### config.mk
export PLATFORM = sky130hd
export DESIGN_NAME = ms_delay_sched
export DESIGN_NICKNAME = d
export VERILOG_FILES = /design/src/rtl/ms_delay_sched_pkg.sv /design/src/rtl/ms_delay_sched_rr_arbiter.sv /design/src/rtl/ms_delay_sched.sv
export SDC_FILE = /design/constraint.sdc
export NUM_CORES = 1
export LEC_CHECK = 0
export ABC_AREA = 1
export CAP_MARGIN = 20
export CORE_ASPECT_RATIO = 0.6
export CORE_MARGIN = 2
export CORE_UTILIZATION = 50
export CTS_CLUSTER_SIZE = 8
export DETAILED_ROUTE_END_ITERATION = 6
export GPL_TIMING_DRIVEN = 0
export PLACE_DENSITY_LB_ADDON = 0.1
export SYNTH_ARGS = -nofsm -noshare
export SYNTH_HDL_FRONTEND = slang
export SYNTH_SLANG_ARGS = --single-unit
### constraint.sdc
create_clock -name clk -period 5.1 [get_ports clk]
set_input_delay 0.51 -clock clk [delete_from_list [all_inputs] [get_ports clk]]
set_output_delay 0.51 -clock clk [all_outputs]
set_load 0.05 [all_outputs]
### src/rtl/ms_delay_sched_pkg.sv
// Shared types and default sizing for the millisecond delay scheduler.
// Latency: none (declarations only).
// Backpressure: none (declarations only).
package ms_delay_pkg;

  localparam int MS_DELAY_N = 4;
  localparam int MS_DELAY_W = 10;

  typedef enum logic [1:0] {
    IDLE = 2'd0,
    RUN  = 2'd1,
    DONE = 2'd2
  } state_t;

endpackage

### src/rtl/ms_delay_sched_rr_arbiter.sv
// Round-robin picker: first set request searching upward from last+1 (mod N).
// Latency: purely combinational.
// Backpressure: none; the caller decides when to take the grant.
module rr_arbiter #(
  parameter int N = 4
) (
  input  logic [N-1:0]         req,
  input  logic [$clog2(N)-1:0] last,
  output logic                 grant_valid,
  output logic [$clog2(N)-1:0] grant_idx
);

  localparam int IW = $clog2(N);

  logic [IW-1:0] idx;

  // Walk from the farthest candidate to the nearest so the nearest set request wins.
  always_comb begin
    grant_valid = 1'b0;
    grant_idx   = '0;
    idx         = '0;
    for (int k = N; k >= 1; k--) begin
      idx = IW'((int'(last) + k) % N);
      if (req[idx]) begin
        grant_valid = 1'b1;
        grant_idx   = idx;
      end
    end
  end

endmodule

### src/rtl/ms_delay_sched.sv
// One shared ms countdown timer handed round-robin to N queued delay requests.
// Latency: grant 1 cycle after pend, done 1 cycle after the counter reaches zero.
// Backpressure: one pending slot per requester; repeats while pending are dropped.
module ms_delay_sched
  import ms_delay_pkg::*;
#(
  parameter int N = MS_DELAY_N,
  parameter int W = MS_DELAY_W
) (
  input  logic                 clk,
  input  logic                 rst_n,
  input  logic                 one_ms,
  input  logic [N-1:0]         req,
  input  logic [N*W-1:0]       len,
  output logic [N-1:0]         busy,
  output logic [N-1:0]         done,
  output logic                 running,
  output logic [$clog2(N)-1:0] active
);

  localparam int IW = $clog2(N);

  state_t        state;
  logic [N-1:0]  pend;
  logic [W-1:0]  plen [N];
  logic [W-1:0]  ctr;
  logic [IW-1:0] last;
  logic          grant_valid;
  logic [IW-1:0] grant_idx;
  logic          grant_fire;

  rr_arbiter #(.N(N)) u_arb (
    .req         (pend),
    .last        (last),
    .grant_valid (grant_valid),
    .grant_idx   (grant_idx)
  );

  // The timer is only handed out from IDLE; DONE always passes through IDLE first.
  assign grant_fire = (state == IDLE) && grant_valid;

  // Per-requester pending slot: the grant clears it, a fresh request fills an empty one.
  always_ff @(posedge clk or negedge rst_n) begin
    if (!rst_n) begin
      pend <= '0;
      for (int i = 0; i < N; i++) plen[i] <= '0;
    end else begin
      for (int i = 0; i < N; i++) begin
        if (grant_fire && (grant_idx == IW'(i))) begin
          pend[i] <= 1'b0;
        end else if (req[i] && !pend[i]) begin
          pend[i] <= 1'b1;
          plen[i] <= len[i*W +: W];
        end
      end
    end
  end

  // Timer FSM: load on grant, count strobes while running, pulse done once at zero.
  always_ff @(posedge clk or negedge rst_n) begin
    if (!rst_n) begin
      state  <= IDLE;
      ctr    <= '0;
      last   <= IW'(N - 1);
      active <= '0;
      done   <= '0;
    end else begin
      done <= '0;
      case (state)
        IDLE: begin
          if (grant_valid) begin
            ctr    <= plen[grant_idx];
            active <= grant_idx;
            last   <= grant_idx;
            state  <= RUN;
          end
        end
        RUN: begin
          if (ctr == '0) begin
            done[active] <= 1'b1;
            state        <= DONE;
          end else if (one_ms) begin
            ctr <= ctr - W'(1);
          end
        end
        DONE:    state <= IDLE;
        default: state <= IDLE;
      endcase
    end
  end

  // Status flags come straight from registers so they are glitch-free for consumers.
  always_comb begin
    busy = pend;
    if (state != IDLE) busy[active] = 1'b1;
  end

  assign running = (state != IDLE);

endmodule

==> summary.md, run 1 <==
| Metric | Value |
|---|---|
| Post-synthesis cell count | `between 400 and 500` |
| I/O pins | `slightly below 60` |
| Die Ht | `just under 70 um` |
| FF+latch count, synth | `between 60 and 70` |
| Top FF cell, synth | `dfrtp_1` |
| Average size of a mapped cell | `approximately 7.9 um2` |
| Post-CTS Setup Bufs | `0` |
| Post_cts resized | `0` |
| Most frequent cells in the layout | `nor2_1, nand2_1, dfrtp_1` |
| P_leak | `about 0.0021 uW` |
| DRT iter0 DRCs | `264` |
| FFs w/ async S/R, synth | `1.00` |
| Inserted Diodes | `0` |
| Detailed Route WL | `around 9000 um` |
| Vias in the first global route | `around 2.9k` |
| Core box area | `roughly 6700 um2` |
| Max Cap Viol | `0` |
| Power per standard cell area | `~320 nW/um2` |
| Die X | `roughly 110 um` |
| Worst Path Required | `between 4000 and 5000 ps` |
| Worst setup EP type | `primary output` |
| Number of flops mapped to enable cells by yosys | `0` |
| Clk Latency, worst-skew pair | `330 ps` |
| Finished Layout Cells | `roughly 600` |
| CP Launch Type | `flip-flop` |
| All-Layer GR Usage | `0.245` |
| Post-route design area | `between 4000 and 5000 um2` |
| Clock slew at reported path FFs | `approximately 60 ps` |
| Via count | `3149` |
| Clock sinks | `64` |
| Cell Count Post-Placement | `586` |
| Routed Antenna Nets | `0` |
| Clock Root Buffer | `clkbuf_16` |
| Antenna violations before repair | `0` |
| RD Place Congestion | `approximately 0.94` |
| CTS Buf Count | `9` |
| WS Path Type | `flip-flop to primary output` |
| DP Wirelength | `around 6600 um` |
| Worst VDD drop | `0.154 mV` |
| Post-layout minimum cycle time | `roughly 2500 ps` |
| Input/output buffers | `57` |
| Die ar. | `a little under 8000 um2` |
| CTS tree | `yes` |
| Hold Path Class | `input pin to asynchronous set/reset pin` |
| Setup Viol. Count Final | `0` |
| DRT Pass-1 Iters | `5` |
| Status | `finished clean` |
| Synthesized Nets | `around 500` |
| Post-DP Area | `4180 um2` |
| Via density | `~5.2` |
| Post-synthesis sequential area ratio | `0.458` |
| Largest net degree at the start of global routing | `between 60 and 70` |
| Netlist cell types | `34` |
| Synthesized area | `approximately 3500 um2` |
| Synth warnings | `0` |
| RSZ-0062 raised after global routing | `false` |
| Routed wire per std cell | `~15 um` |
| Relative slew slack | `0.464` |
| Least-Margin Pin Slew | `between 800 and 900 ps` |
| H-tree lvl count | `3` |
| Setup TNS | `0 ps` |
| Area growth, synth to finish | `27.9%` |
| Critical path peak fanout | `5` |
| Share of layout cells above drive strength 1 | `0.148` |
| DRC Markers | `0` |
| Critical Path AT | `1950 ps` |
| Max clock buf depth | `2` |
| Achievable frequency | `about 0.41 GHz` |
| Post-layout nets | `roughly 560` |
| Hold-fix buffer count after cts | `0` |
| First-pass GRT wire length | `14300 um` |
| Initial core utilization | `0.520` |
| Row count | `23` |
| Fin crit share | `0.482` |
| Most common cell after layout, fill and taps aside | `nor2_1` |
| Clock Skews | `5.84 ps` |
| Global route overflow | `0` |
| Post-layout util | `0.664` |
| Endpoints failing hold | `0` |
| Max-slew violations | `0` |
## cell usage after synthesis (2+ instances only)
cell | n | share of area
ha_1 | 2 | 0.0071
o21ai_1 | 4 | 0.0057
o22ai_1 | 2 | 0.0036
buf_6 | 6 | 0.019
a21oi_1 | 46 | 0.066
inv_2 | 4 | 0.0043
nand3_1 | 52 | 0.074
nand2_1 | 63 | 0.068
dfstp_2 | 2 | 0.015
nor3_1 | 3 | 0.0043
nor2_1 | 65 | 0.070
dfrtp_1 | 62 | 0.44
nand2_2 | 11 | 0.020
inv_1 | 56 | 0.060
o21ai_0 | 16 | 0.023
buf_4 | 5 | 0.011
mux2_2 | 4 | 0.013
nand2_4 | 10 | 0.032
clkbuf_1 | 6 | 0.0064
a21oi_2 | 7 | 0.018
nor2_2 | 3 | 0.0054
## cell families (layout without fill, tap and decap cells)
group | Yosys count | count (layout) | share of synthesized area
and+or+nand+nor | 213 | 213 | 0.289
AOI/OAI and AO/OA | 79 | 79 | 0.124
buffers and inverters | 79 | 152 | 0.106
DFF | 64 | 64 | 0.458
muxes | 4 | 4 | 0.0129
adders and majority gates | 2 | 2 | 0.00715
xor gates and xnor gates | 1 | 1 | 0.00250
## flip-flops by register name, indices dropped and copies added (netlist names)
register / count
active: 2
pend: 4
done: 4
last: 2
ctr: 10
plen: 40
state: 2
## report_power, final
group          switching (uW)  internal, uW
sequential               34.1           575
clock                     237           378
combinational             124           102
total                     396          1050
## metal layers
| metal | up-vias | share of wire | track usage |
|---|---|---|---|
| li1 | 1545 | - | - |
| met1 | 1473 | 0.49 | 0.356 |
| met2 | 121 | 0.42 | 0.366 |
| met3 | 10 | 0.071 | 0.0559 |
| met4 | 0 | 0.011 | 0.0823 |
| met5 | - | 0 | 0 |
## worst max-delay path, cell delays in order, from the launching register on
cell and delay (ps):
dfrtp_1 390, inv_1 150, nand2_1 90, o21ai_0 160, clkdlybuf4s50_1 830
## metrics by stage
| stage | power [uW] | setup WS, ps | hold slack [ps] |
|---|---|---|---|
| after floorplan | 753 | 2550 | 214 |
| after global placement | 831 | 1350 | 482 |
| after detailed placement | 840 | 2970 | 488 |
| after CTS | 1460 | 2650 | 311 |
| after global routing | 1520 | 2560 | 338 |
| final | 1450 | 2640 | 256 |
## layout make-up
class	instances	area (um2)
clock inverter	7	72.6
inverter	62	243
tap	87	109
fill	589	2260
clock buffer	9	225
timing repair buffer	57	568
multi-input combinational	299	1530
sequential	64	1600
buffer	17	128
## worst paths after layout
check                      depth (start not counted)      start  slack (ps)       end
max reg2reg                                       15    last[0]        3020    ctr[1]
max                                                4  active[0]        2640   busy[0]
min in group clk                                   2    pend[3]         500   pend[3]
min                                                1      rst_n         260   done[2]
min reg2reg                                        2    pend[3]         500   pend[3]
max in group asynchronous                          1      rst_n        4300  plen[10]
Note: power is estimated with default switching activity, not from simulation.
==> inputs of run 2 (changes only) <==
- CORE_UTILIZATION: 50 -> 48
- clock period: 5.1 -> 2.2 ns (I/O delays scaled with it)
==> run 2 against run 1 <==
Compared with the run above: the flow now finishes with violations (hold timing); combinational power increased by 130%; final cell count up 0.66%; cell area up 0.17%; clock-buffer cell count grew 1; critical path depth rose by 11; first-iteration DRC count fell by 23%; global-route usage fell by 0.53 points; register-to-register slack worse by 2900 ps; flip-flop and latch count is the same; core utilization down 3.7 points; die area increased by 4.0%; largest cell class unchanged; highest routed layer unchanged.
==> summary.md, run 2 (synthesis gave the netlist of run 1 again) <==
| Metric | Value |
|---|---|
| Status | `finished with violations (was finished clean)` |
| Failing checks | `hold timing` |
| Post-layout minimum cycle time | `2070 ps` |
| Largest regs | `plen x40, ctr x10 (unchanged)` |
| Post-layout nets | `559 (unchanged)` |
| Power per standard cell area | `739 nW/um2 (was 324 nW/um2)` |
| Worst setup EP type | `flip-flop (was primary output)` |
| Max reg flops | `40 (unchanged)` |
| Post-DP Area | `4190 um2 (was 4180 um2)` |
| Critical Path AT | `2290 ps (was 1950 ps)` |
| RSZ-0062 raised after global routing | `false (unchanged)` |
| Global route overflow | `0 (unchanged)` |
| Post-CTS Setup Bufs | `0 (unchanged)` |
| Vias in the first global route | `2913 (was 2862)` |
| Area growth, synth to finish | `28.1% (was 27.9%)` |
| Clk Latency, worst-skew pair | `330 ps (about the same)` |
| RD Place Congestion | `0.888 (was 0.937)` |
| Core box area | `7150 um2 (was 6730 um2)` |
| CTS Buf Count | `9 (unchanged)` |
| Clock Skews | `5.97 ps (was 5.84 ps)` |
| Fin Hold WS | `-33.1 ps (was 256 ps)` |
| Most common cell after layout, fill and taps aside | `nor2_1 (unchanged)` |
| Clock Root Buffer | `clkbuf_16 (unchanged)` |
| Routed wire per std cell | `14.4 um (was 14.9 um)` |
| Setup Viol. Count Final | `0 (unchanged)` |
| Die Ht | `70.1 um (was 68.8 um)` |
| Hold Path Class | `input pin to asynchronous set/reset pin (unchanged)` |
| Max-slew violations | `0 (unchanged)` |
| Achievable frequency | `between 0.4 and 0.5 GHz` |
| Via count | `3103 (was 3149)` |
| Initial core utilization | `0.490 (was 0.520)` |
| Share of layout cells above drive strength 1 | `0.148 (unchanged)` |
| Worst Path Required | `2410 ps (was 4590 ps)` |
| WS Path Type | `flip-flop to flip-flop (was flip-flop to primary output)` |
| Antenna violations before repair | `0 (unchanged)` |
| DRC Markers | `0 (unchanged)` |
| Largest net degree at the start of global routing | `65 (unchanged)` |
| CTS tree | `yes (unchanged)` |
| First-pass GRT wire length | `14500 um (was 14300 um)` |
| Post-route design area | `4480 um2 (was 4470 um2)` |
| CP Launch Type | `flip-flop (unchanged)` |
| Routed Antenna Nets | `0 (unchanged)` |
| Endpoints failing hold | `37 (was 0)` |
| P_leak | `0.00209 uW (was 0.00210 uW)` |
| Most frequent cells in the layout | `nor2_1, nand2_1, dfrtp_1 (unchanged)` |
| Final WS setup | `129 ps (was 2640 ps)` |
| DRT iter0 DRCs | `203 (was 264)` |
| Clock slew at reported path FFs | `50 ps (was 60 ps)` |
| Max Cap Viol | `0 (unchanged)` |
| Post-Place Setup Slack | `195 ps (was 2970 ps)` |
| Input/output buffers | `57 (unchanged)` |
| Least-Margin Pin Slew | `796 ps (was 805 ps)` |
| Die ar. | `8010 um2 (was 7710 um2)` |
| Total power | `3310 uW (was 1450 uW)` |
| Max clock buf depth | `2 (unchanged)` |
| Row count | `24 (was 23)` |
| Die X | `114 um (was 112 um)` |
| DRT Pass-1 Iters | `4 (was 5)` |
| Via density | `5.12 (was 5.23)` |
| I/O pins | `58 (unchanged)` |
| Detailed Route WL | `8710 um (was 8980 um)` |
| Clock sinks | `64 (unchanged)` |
| Critical path peak fanout | `10 (was 5)` |
| Inserted Diodes | `0 (unchanged)` |
| DP Wirelength | `6610 um (was 6600 um)` |
| Fin crit share | `0.941` |
| Relative slew slack | `0.470 (was 0.464)` |
| H-tree lvl count | `3 (unchanged)` |
| Worst VDD drop | `0.437 mV (was 0.154 mV)` |
| Post-layout util | `0.627 (was 0.664)` |
| All-Layer GR Usage | `0.239 (was 0.245)` |
| Top reg by flops | `plen (unchanged)` |
## run 2: metrics by stage
stage | instances | setup TNS (ps)
2_1_floorplan | 442 | 0
3_3_place_gp | 590 | -74710
3_5_place_dp | 590 | 0
4_1_cts | 606 | 0
5_1_grt | 606 | 0
6_report | 606 | 0
## run 2: worst max-delay path, cell delays in order, from the launching register on
cell     delay [ps]
dfstp_2         520
buf_6           140
inv_8            70
nand2_2          60
nand3_1         130
nand2_1         110
inv_2            40
nand2_4          70
nand2_4          50
nand2_4          80
buf_4           170
nand3_1          90
nand3_1         120
nand3_1         140
nand2_1         100
o21ai_1          60
## run 2: final timing paths
check                           startpoint        to  slack, ps  cells after the start
worst max-delay path               last[0]    ctr[4]        130                     15
worst min register to register     pend[3]   pend[3]        510                      2
max in group asynchronous            rst_n   pend[2]       1700                      1
min in group clk                    len[2]  plen[32]        460                      3
worst min-delay path                 rst_n   done[3]        -30                      1
worst max register to register     last[0]    ctr[4]        130                     15
## run 2: power by group
group	internal, uW	switching, uW	total, uW
clock	869	506	1380
combinational	235	288	523
sequential	1330	78.1	1410
## run 2: repair_timing
item,4_1_cts,5_1_grt
hold buffers,0,0
resized for setup,1,3
endpoints found under the setup margin,1,3
## run 2: area by class of cell
class                      instances  area, um2
tap                               91        114
fill                             625       2670
clock inverter                     6       60.1
inverter                          62        243
clock buffer                      10        229
multi-input combinational        299       1530
sequential                        64       1600
buffer                            17        128
timing repair buffer              57        574
## run 2: metal layers
layer,GRT usage,share of wire,vias up
met5,0,0,-
met2,0.325,0.41,85
met4,0.0786,0.016,0
li1,-,-,1556
met1,0.360,0.50,1450
met3,0.0773,0.069,12
==> inputs of run 3 (changes only) <==
- CORE_MARGIN: 2 -> default
==> run 3 against run 2 <==
Compared with the run above: sequential share of layout area is 0.080 points lower; clock skew decreased by 2.0 ps; largest power group unchanged; flip-flop and latch count unchanged; worst hold slack worse by 2.2 ps; fmax shrank 1.4%; the flow finishes with violations (DRC, hold timing); via count shrank 2.2%; clock-buffer cell count up 4; highest routed layer unchanged; sequential power hardly changed.
==> summary.md, run 3 (synthesis gave the netlist of run 1 again) <==
| Metric | Value |
|---|---|
| Status | `finished with violations (unchanged)` |
| Failing checks | `DRC, hold timing (was hold timing)` |
| Setup Viol. Count Final | `0 (unchanged)` |
| Hold Path Class | `input pin to asynchronous set/reset pin (unchanged)` |
| CP Launch Type | `flip-flop (unchanged)` |
| Crit path buf inv count | `2 (was 4)` |
| H-tree lvl count | `3 (unchanged)` |
| Post-CTS Setup Bufs | `0 (unchanged)` |
| Hold-fix buffer count after cts | `0 (unchanged)` |
| Post-layout nets | `559 (unchanged)` |
| Input/output buffers | `57 (unchanged)` |
| Max-slew violations | `0 (unchanged)` |
| Top reg by flops | `plen (unchanged)` |
| CP top delay family | `buffers and inverters (was simple AND/OR/NAND/NOR gates)` |
| Max reg flops | `40 (unchanged)` |
| Clock Root Buffer | `clkbuf_16 (unchanged)` |
| Final WS setup | `99.5 ps (was 129 ps)` |
| Detailed Route WL | `8860 um (was 8710 um)` |
| Clock Skews | `3.97 ps (was 5.97 ps)` |
| P_leak | `0.00210 uW (was 0.00209 uW)` |
| Worst VDD drop | `0.453 mV (was 0.437 mV)` |
| Least-Margin Pin Slew | `800 ps (was 796 ps)` |
| Row count | `23 (was 24)` |
| Via density | `5.04 (was 5.12)` |
| WS Path Type | `flip-flop to primary output (was flip-flop to flip-flop)` |
| Die ar. | `7650 um2 (was 8010 um2)` |
| Cell Count Post-Placement | `586 (was 590)` |
| Clock slew at reported path FFs | `50 ps (about the same)` |
| CP max-delay cell | `clkdlybuf4s50_1 (was dfstp_2)` |
| Share of layout cells above drive strength 1 | `0.148 (unchanged)` |
| Post_cts resized | `0 (was 1)` |
| Initial core utilization | `0.511 (was 0.490)` |
| Post-layout minimum cycle time | `2100 ps (was 2070 ps)` |
| DRT iter0 DRCs | `234 (was 203)` |
| CTS Buf Count | `9 (unchanged)` |
| I/O pins | `58 (unchanged)` |
| Max Cap Viol | `0 (unchanged)` |
| DP Wirelength | `6600 um (was 6610 um)` |
| R2R Setup Slk | `170 ps (was 130 ps)` |
| Critical path peak fanout | `5 (was 10)` |
| Most frequent cells in the layout | `nor2_1, nand2_1, dfrtp_1 (unchanged)` |
| Multi-input gate area | `1530 um2 (unchanged)` |
| Flop pwr share | `0.424 (was 0.427)` |
| Clk Latency, worst-skew pair | `340 ps (was 330 ps)` |
| Fin Hold WS | `-35.3 ps (was -33.1 ps)` |
| Routed Antenna Nets | `0 (unchanged)` |
| Largest net degree at the start of global routing | `65 (unchanged)` |
| Clock sinks | `64 (unchanged)` |
| Power per standard cell area | `743 nW/um2 (was 739 nW/um2)` |
| Critical Path AT | `1880 ps (was 2290 ps)` |
| Antenna violations before repair | `0 (unchanged)` |
| # fillers | `609 (was 625)` |
| NetSw | `882 uW (was 872 uW)` |
| Inserted Diodes | `0 (unchanged)` |
| Sw Share | `0.265 (was 0.263)` |
| Die Ht | `68.1 um (was 70.1 um)` |
| Vias in the first global route | `2833 (was 2913)` |
| RSZ-0062 raised after global routing | `false (unchanged)` |
| Largest regs | `plen x40, ctr x10 (unchanged)` |
| P_int | `2450 uW (was 2440 uW)` |
| Finished Layout Cells | `602 (was 606)` |
| Max stage delay on crit path | `830 ps (was 520 ps)` |
| CTS tree | `yes (unchanged)` |
| Area growth, synth to finish | `28.4% (was 28.1%)` |
| Global route overflow | `0 (unchanged)` |
| Worst Path Required | `1980 ps (was 2410 ps)` |
| Max clock buf depth | `2 (unchanged)` |
| Core box area | `6850 um2 (was 7150 um2)` |
| Cell chain of the critical path | `inv_1 > o31ai_2 > clkdlybuf4s50_1 (was buf_6 > inv_8 > nand2_2 > nand3_1 > nand2_1 > inv_2 > nand2_4 > nand2_4 > nand2_4 > buf_4 > nand3_1 > nand3_1 > nand3_1 > nand2_1 > o21ai_1)` |
| RD Place Congestion | `0.841 (was 0.888)` |
| Fin crit share | `0.955 (was 0.941)` |
| Endpoints failing hold | `62 (was 37)` |
| Clock network power share | `0.419 (was 0.415)` |
| All-Layer GR Usage | `0.254 (was 0.239)` |
| Post-Place Setup Slack | `200 ps (was 195 ps)` |
| DRT Pass-1 Iters | `6 (was 4)` |
| DRC Markers | `2 (was 0)` |
| Worst setup EP type | `primary output (was flip-flop)` |
| Register area | `1600 um2 (unchanged)` |
| Die X | `112 um (was 114 um)` |
| First-pass GRT wire length | `14300 um (was 14500 um)` |
| Relative slew slack | `0.467 (was 0.470)` |
| Most common cell after layout, fill and taps aside | `nor2_1 (unchanged)` |
| Gate power share | `0.157 (was 0.158)` |
| Via count | `3036 (was 3103)` |
| Routed wire per std cell | `14.7 um (was 14.4 um)` |
| Achievable frequency | `0.476 GHz (was 0.483 GHz)` |
==> run 3: cell types whose count changed in the layout (fill, tap and decap cells not counted) <==
| cell | change |
|---|---|
| clkbuf_8 | +4 |
| clkinv_2 | -2 |
| buf_4 | -1 |
| buf_6 | +1 |
| bufinv_16 | -1 |
| clkinvlp_4 | -1 |
| dlygate4sd2_1 | -1 |
| dlymetal6s2s_1 | +1 |
==> run 3: final timing paths <==
kind,cells past startpoint,endpoint,startpoint
max,3,busy[3],active[1]
min,1,done[1],rst_n
max reg2reg,15,ctr[1],last[0]
min reg2reg,1,plen[20],plen[20]
max in group asynchronous,1,plen[30],rst_n
min in group clk,3,plen[17],len[27]
==> run 3: power groups by stage <==
stage	logic (uW)	clock network, uW	registers (uW)
after floorplan	334	0	1410
after global placement	502	0	1430
after detailed placement	522	0	1430
after CTS	524	1420	1410
after global routing	602	1470	1430
final	524	1400	1410
==> run 3: area by class of cell <==
cell class                      instances  area share
Timing Repair Buffer                   57       0.129
Clock buffer                           14      0.0632
Tap cell                               87      0.0242
Sequential cell                        64       0.357
Multi-Input combinational cell        299       0.341
Clock inverter                          2     0.00279
Inverter                               62      0.0540
Buffer                                 17      0.0292
==> run 3: stage by stage <==
step / power, uW / TNS [ps] / hold WS, ps / utilization / instance area (um2)
after floorplan: 1740 / 0 / -75.6 / - / 3500
after CTS: 3350 / 0 / 11.1 / 0.654 / 4480
after detailed placement: 1950 / 0 / 366 / 0.611 / 4180
after global placement: 1930 / -78230 / 491 / 0.611 / 4180
after global routing: 3500 / 0 / 30.3 / 0.656 / 4490
final: 3340 / 0 / -35.3 / 0.656 / 4490
==> run 3: metal layers <==
metal	track usage	vias up	part of all wire	routed length, um
li1	-	1543	-	-
met5	0	-	0	0
met4	0.0900	0	0.013	112
met3	0.0629	12	0.051	448
met1	0.377	1419	0.52	4580
met2	0.359	62	0.42	3710
==> RTL change 1 (flow settings as in run 3) <==
Encoding of `state_t`: now one-hot (3 bits for 3 states).
--- a/src/rtl/ms_delay_sched_pkg.sv
+++ b/src/rtl/ms_delay_sched_pkg.sv
@@ -7,8 +7,8 @@
   localparam int MS_DELAY_W = 10;
 
-  typedef enum logic [1:0] {
-    IDLE = 2'd0,
-    RUN  = 2'd1,
-    DONE = 2'd2
+  typedef enum logic [2:0] {
+    IDLE = 3'b001,
+    RUN  = 3'b010,
+    DONE = 3'b100
   } state_t;
 
Behaviour: same outputs for any inputs over 4 cycles, from zero or initial values and one cycle with rst_n low; so few cycles prove little.
==> RTL change 1 against run 3 <==
The run ends with negative hold slack left. Final cell count decreased by 1.5%. Area after synthesis decreased by 2.4%. Wire length decreased by 2.6%. Cell area decreased by 1.9%. Hold slack improved by 15 ps. Utilization decreased by 0.46 points. Setup slack improved by 32 ps. Sequential cell count increased by 1.
Power is not compared: it rests on default switching activity, and its combinational part moved more than twofold at a synthesized area within 25%.
==> RTL change 1: results (changes against run 3) <==
drt:
  wl_met2_um: 3587  # -3.4%
  via_per_inst: 5.089  # +0.92%
  first_iter_violations: 237  # +1.3%
  wl_met3_um: 462  # +3.1%
  avgRoutedWirePerCell_um: 14.54  # -1.1%
  wl_met1_um: 4503  # -1.7%
  wirelength_um: 8625  # -2.6%
timing:
  hold_violations: 17  # -73%
  finClkSkew_ps: 7.155  # +3.188 ps
  holdWs_ps: -20.39  # +14.93 ps
global_routing:
  grt_use_met3_pct: 6.104  # -0.18 points
  gr-usage-met2_pct: 35.17  # -0.78 points
  grt_start_max_net_pins: 66  # +1.5%
worst_setup_path:
  r2r_slack_ps: 150  # -20 ps
  crit_fanout: 6  # +1
  cp.arrival_ps: 1850  # -30 ps
  cpPeakStageDelay_ps: 540  # -290 ps
cells_and_area:
  multi_input_area_mm2: 0.001449  # -5.3%
  final_layout_size_suffix_gt1_share_pct: 12.45  # -2.3 points
  clock_buffers: 10  # -4
  fillers: 615  # +0.99%
  final_nets: 550  # -1.6%
yosys:
  syn-num-nets: 482  # -1.8%
  synth_area_leaders: "dfrtp_1 45%, nand2_1 8.8%, a21oi_1 6.7%"
  synthAdderAreaFrac_pct: 0.7329  # +0.018 points
  synth_xor_area_share_pct: 0.5130  # +0.26 points
  synthMuxAreaShare_pct: 1.979  # +0.69 points
  synthCells: 433  # -2.0%
place:
  placed_area_mm2: 0.004096  # -2.0%
  dp_hpwl_um: 6318  # -4.2%
  place_ws_ps: -55.74  # -256.0 ps
  place_congestion: 0.8386  # -0.30%
run_status:
  violations: "negative hold slack"
  outcome: "finished with violations"
clock_network:
  cts_resized: 6  # +6
  cts.sinks: 65  # +1.6%
## RTL change 1: cell types whose count changed after synthesis, sizes merged, moves of 2 or more
cell | before | now
o21ai | 21 | 19
mux2 | 4 | 6
nand3 | 53 | 47
nand2 | 84 | 89
nor2 | 69 | 60
nor3 | 3 | 6
nand3b | 0 | 2
## RTL change 1: worst min path at each step
stage | cells after the start | slack (ps) | end | startpoint
after detailed placement | 1 | 370 | done[2]$_DFF_PN0_ | rst_n
after global routing | 1 | 60 | done[2]$_DFF_PN0_ | rst_n
after floorplan | 0 | -80 | active[0]$_DFFE_PN0P_ | rst_n
final | 1 | -20 | done[2]$_DFF_PN0_ | rst_n
after CTS | 1 | 20 | done[2]$_DFF_PN0_ | rst_n
after global placement | 2 | 490 | ctr[1]$_DFFE_PN0P_ | ctr[1]$_DFFE_PN0P_
## RTL change 1: cells by family after synthesis
family	count (synthesis)
and+or+nand+nor	208
adders and majority gates	2
xor gates and xnor gates	2
buffers and inverters	77
DFF	65
muxes	6
AOI/OAI and AO/OA	73
==> RTL change 2 (settings of run 3) <==
Made on the original files. Set the package constant `MS_DELAY_N` to 8 (it was 4).
--- a/src/rtl/ms_delay_sched_pkg.sv
+++ b/src/rtl/ms_delay_sched_pkg.sv
@@ -4,5 +4,5 @@
 package ms_delay_pkg;
 
-  localparam int MS_DELAY_N = 4;
+  localparam int MS_DELAY_N = 8;
   localparam int MS_DELAY_W = 10;
 
Ports: changed (5 resized); port bits go from 58 to 111. The function was not compared with the original's and may differ.
==> RTL change 2 against run 3 <==
The run ends with negative setup slack left. Hold slack improved by 450 ps. Largest cell class is now multi-input gates. Area after synthesis increased by 76%. Wire length increased by 120%. Critical path depth increased by 21. Sequential cell count increased by 50. Cell area increased by 93%. Maximum frequency decreased by 29%. Count of clock-buffer cells in the layout increased by 5. Setup slack got worse by 840 ps. Synthesized cell count increased by 59%.
Power is not shown: default switching activity piles up to over one toggle a cycle in this logic, so the estimate is an artifact.
==> RTL change 2: results (changes against run 3) <==
clock_network:
  clk_pin_slew_worst_paths_ps: 60
  clkLatencyLatePin_ps: 420  # +80 ps
  cts_buffer_depth: 2  # unchanged
  cts_max_level: 4  # +1
  cts_inserted_buffers: 17  # +8
cells_and_area:
  final_nets: 954  # +71%
  final_layout_size_suffix_gt1_share_pct: 28.98  # +14 points
  diodes: 0  # unchanged
  top_regs: "plen x80, ctr x10"
  final_common_cell: "nand2_1"
  fillers: 939  # +54%
yosys:
  synthMuxAreaShare_pct: 14.62  # +13 points
  yosysUniqueCellTypes: 34  # unchanged
  syn-num-nets: 798  # +63%
  synth_xor_area_share_pct: 0.4263  # +0.18 points
  synth_area_leaders: "dfrtp_1 45%, mux2_2 15%, nand2_1 13%"
  synthTopCellsByCount: "216 x nand2_1, 111 x dfrtp_1, 107 x nand3_1"
  async_flop_share_pct: 100.0  # unchanged
  ys_seq_area_share_pct: 46.35  # +0.51 points
  synthAdderAreaFrac_pct: 0.6090  # -0.11 points
  synth-compound-area-share_pct: 4.588  # -7.8 points
global_routing:
  gr-usage-met2_pct: 42.64  # +6.7 points
  grt_use_met3_pct: 8.528  # +2.2 points
  grt_pass1_wl_um: 30080  # +110%
  grt_start_max_net_pins: 60  # -7.7%
  grt.total_usage_pct: 30.13  # +4.7 points
  use_met1_pct: 44.74  # +7.1 points
  grt_pass1_vias: 5539  # +96%
worst_hold_path:
  min_path_cells: 2
  holdPathEnd: "plen[33]$_DFFE_PN0P_"
  hold_class: "input port to register"
drt:
  wl_met2_um: 8235  # +120%
  wl_met1_um: 9058  # +98%
  first_iter_violations: 367  # +57%
  routed.top_layer: "met4"
  drtPass1Iterations: 7  # +1
  wl_met3_um: 1843  # +310%
  avgRoutedWirePerCell_um: 18.61  # +27%
  via_per_inst: 5.500  # +9.1%
worst_setup_path:
  reg2reg_depth: 24  # +9
  r2r-end: "ctr[4]$_DFFE_PN0P_"
  crit_fanout: 10  # +5
  cp.arrival_ps: 3240  # +1360 ps
timing:
  finClkSkew_ps: 8.921  # +4.955 ps
  setup_violations: 24  # +24
  holdWs_ps: 411.3  # +446.6 ps
  worst_slack_ps: -741.8  # -841.3 ps
  slew_headroom_pct: 40.17  # -6.5 points
place:
  port_buffers: 110  # +93%
  dp_hpwl_um: 13490  # +100%
  place_congestion: 0.8806  # +4.7%
run_status:
  violations: "negative setup slack"
  outcome: "finished with violations"
## RTL change 2: cell count changes in the layout (fill, tap and decap cells not counted), sizes merged, moves of 39 or more
cell,run 3,this run
nor2,69,26
nand2,84,230
a21oi,53,14
nand3,53,114
mux2,4,80
clkdlybuf4s50,52,101
dfrtp,62,111
## RTL change 2: what timing repair did
| item | CTS | global route |
|---|---|---|
| endpoints found under the setup margin | 42 | 33 |
| buffers inserted | 21 | 4 |
| hold endpoints to repair | 55 | 0 |
| hold buffers | 1 | 0 |
| gates cloned | 2 | 0 |
| pin swaps | 22 | 19 |
| resized for setup | 57 | 28 |
## RTL change 2: logic make-up after synthesis
group	after synthesis
flip-flops	114
buffers and inverters	77
multiplexers	80
XOR/XNOR	3
adder cells (fa/ha/maj)	3
AND/OR/NAND/NOR	376
AO/OA/AOI/OAI	51
## RTL change 2: metrics by stage
step	cell area [um2]	setup WS (ps)	setup TNS [ps]	instances
final	8672	-741.8	-13930	1038
after CTS	8582	-642.5	-13280	1036
after global placement	7595	-3411	-397240	979
after detailed placement	7620	-822.8	-15180	980
after global routing	8672	-868.9	-17480	1038
after floorplan	6287	-313.3	-5589	704
## RTL change 2: how the worst max path moves through the flow
stage | startpoint | endpoint | cells past startpoint
2_1_floorplan | last[0]$_DFFE_PN1P_ | ctr[5]$_DFFE_PN0P_ | 25
3_5_place_dp | last[1]$_DFFE_PN1P_ | ctr[8]$_DFFE_PN0P_ | 24
4_1_cts | last[0]$_DFFE_PN1P_ | ctr[4]$_DFFE_PN0P_ | 24
6_report | last[0]$_DFFE_PN1P_ | ctr[4]$_DFFE_PN0P_ | 24
5_1_grt | last[0]$_DFFE_PN1P_ | ctr[5]$_DFFE_PN0P_ | 24
3_3_place_gp | rst_n | plen[63]$_DFFE_PN0P_ | 1
## RTL change 2: worst max-delay path, stage by stage (launching register included)
cell and delay (ps):
dfstp_2 540, buf_6 110, inv_4 30, buf_12 120, ha_4 380, inv_8 70
nand3_4 80, nand3_4 100, nand2_2 110, nand2_1 60, nand2_1 60, nand2_1 50
nand2_1 50, nand2_1 60, nand2_2 70, nand2_4 110, buf_6 180, nand3_1 120
nand2_2 110, nand2_1 80, nand3_1 70, nand2_1 90, nand2_1 50, nand2_1 60
nand2_1 50
## RTL change 2: area by class of cell
type	count	area, um2	share of cell area (%)
Inverter	46	193.9	2.236
Timing Repair Buffer	137	1345	15.51
Multi-Input combinational cell	513	3236	37.31
Sequential cell	114	2856	32.94
Clock inverter	13	112.6	1.299
Buffer	31	279.0	3.217
Tap cell	165	206.4	2.381
Clock buffer	19	442.9	5.107
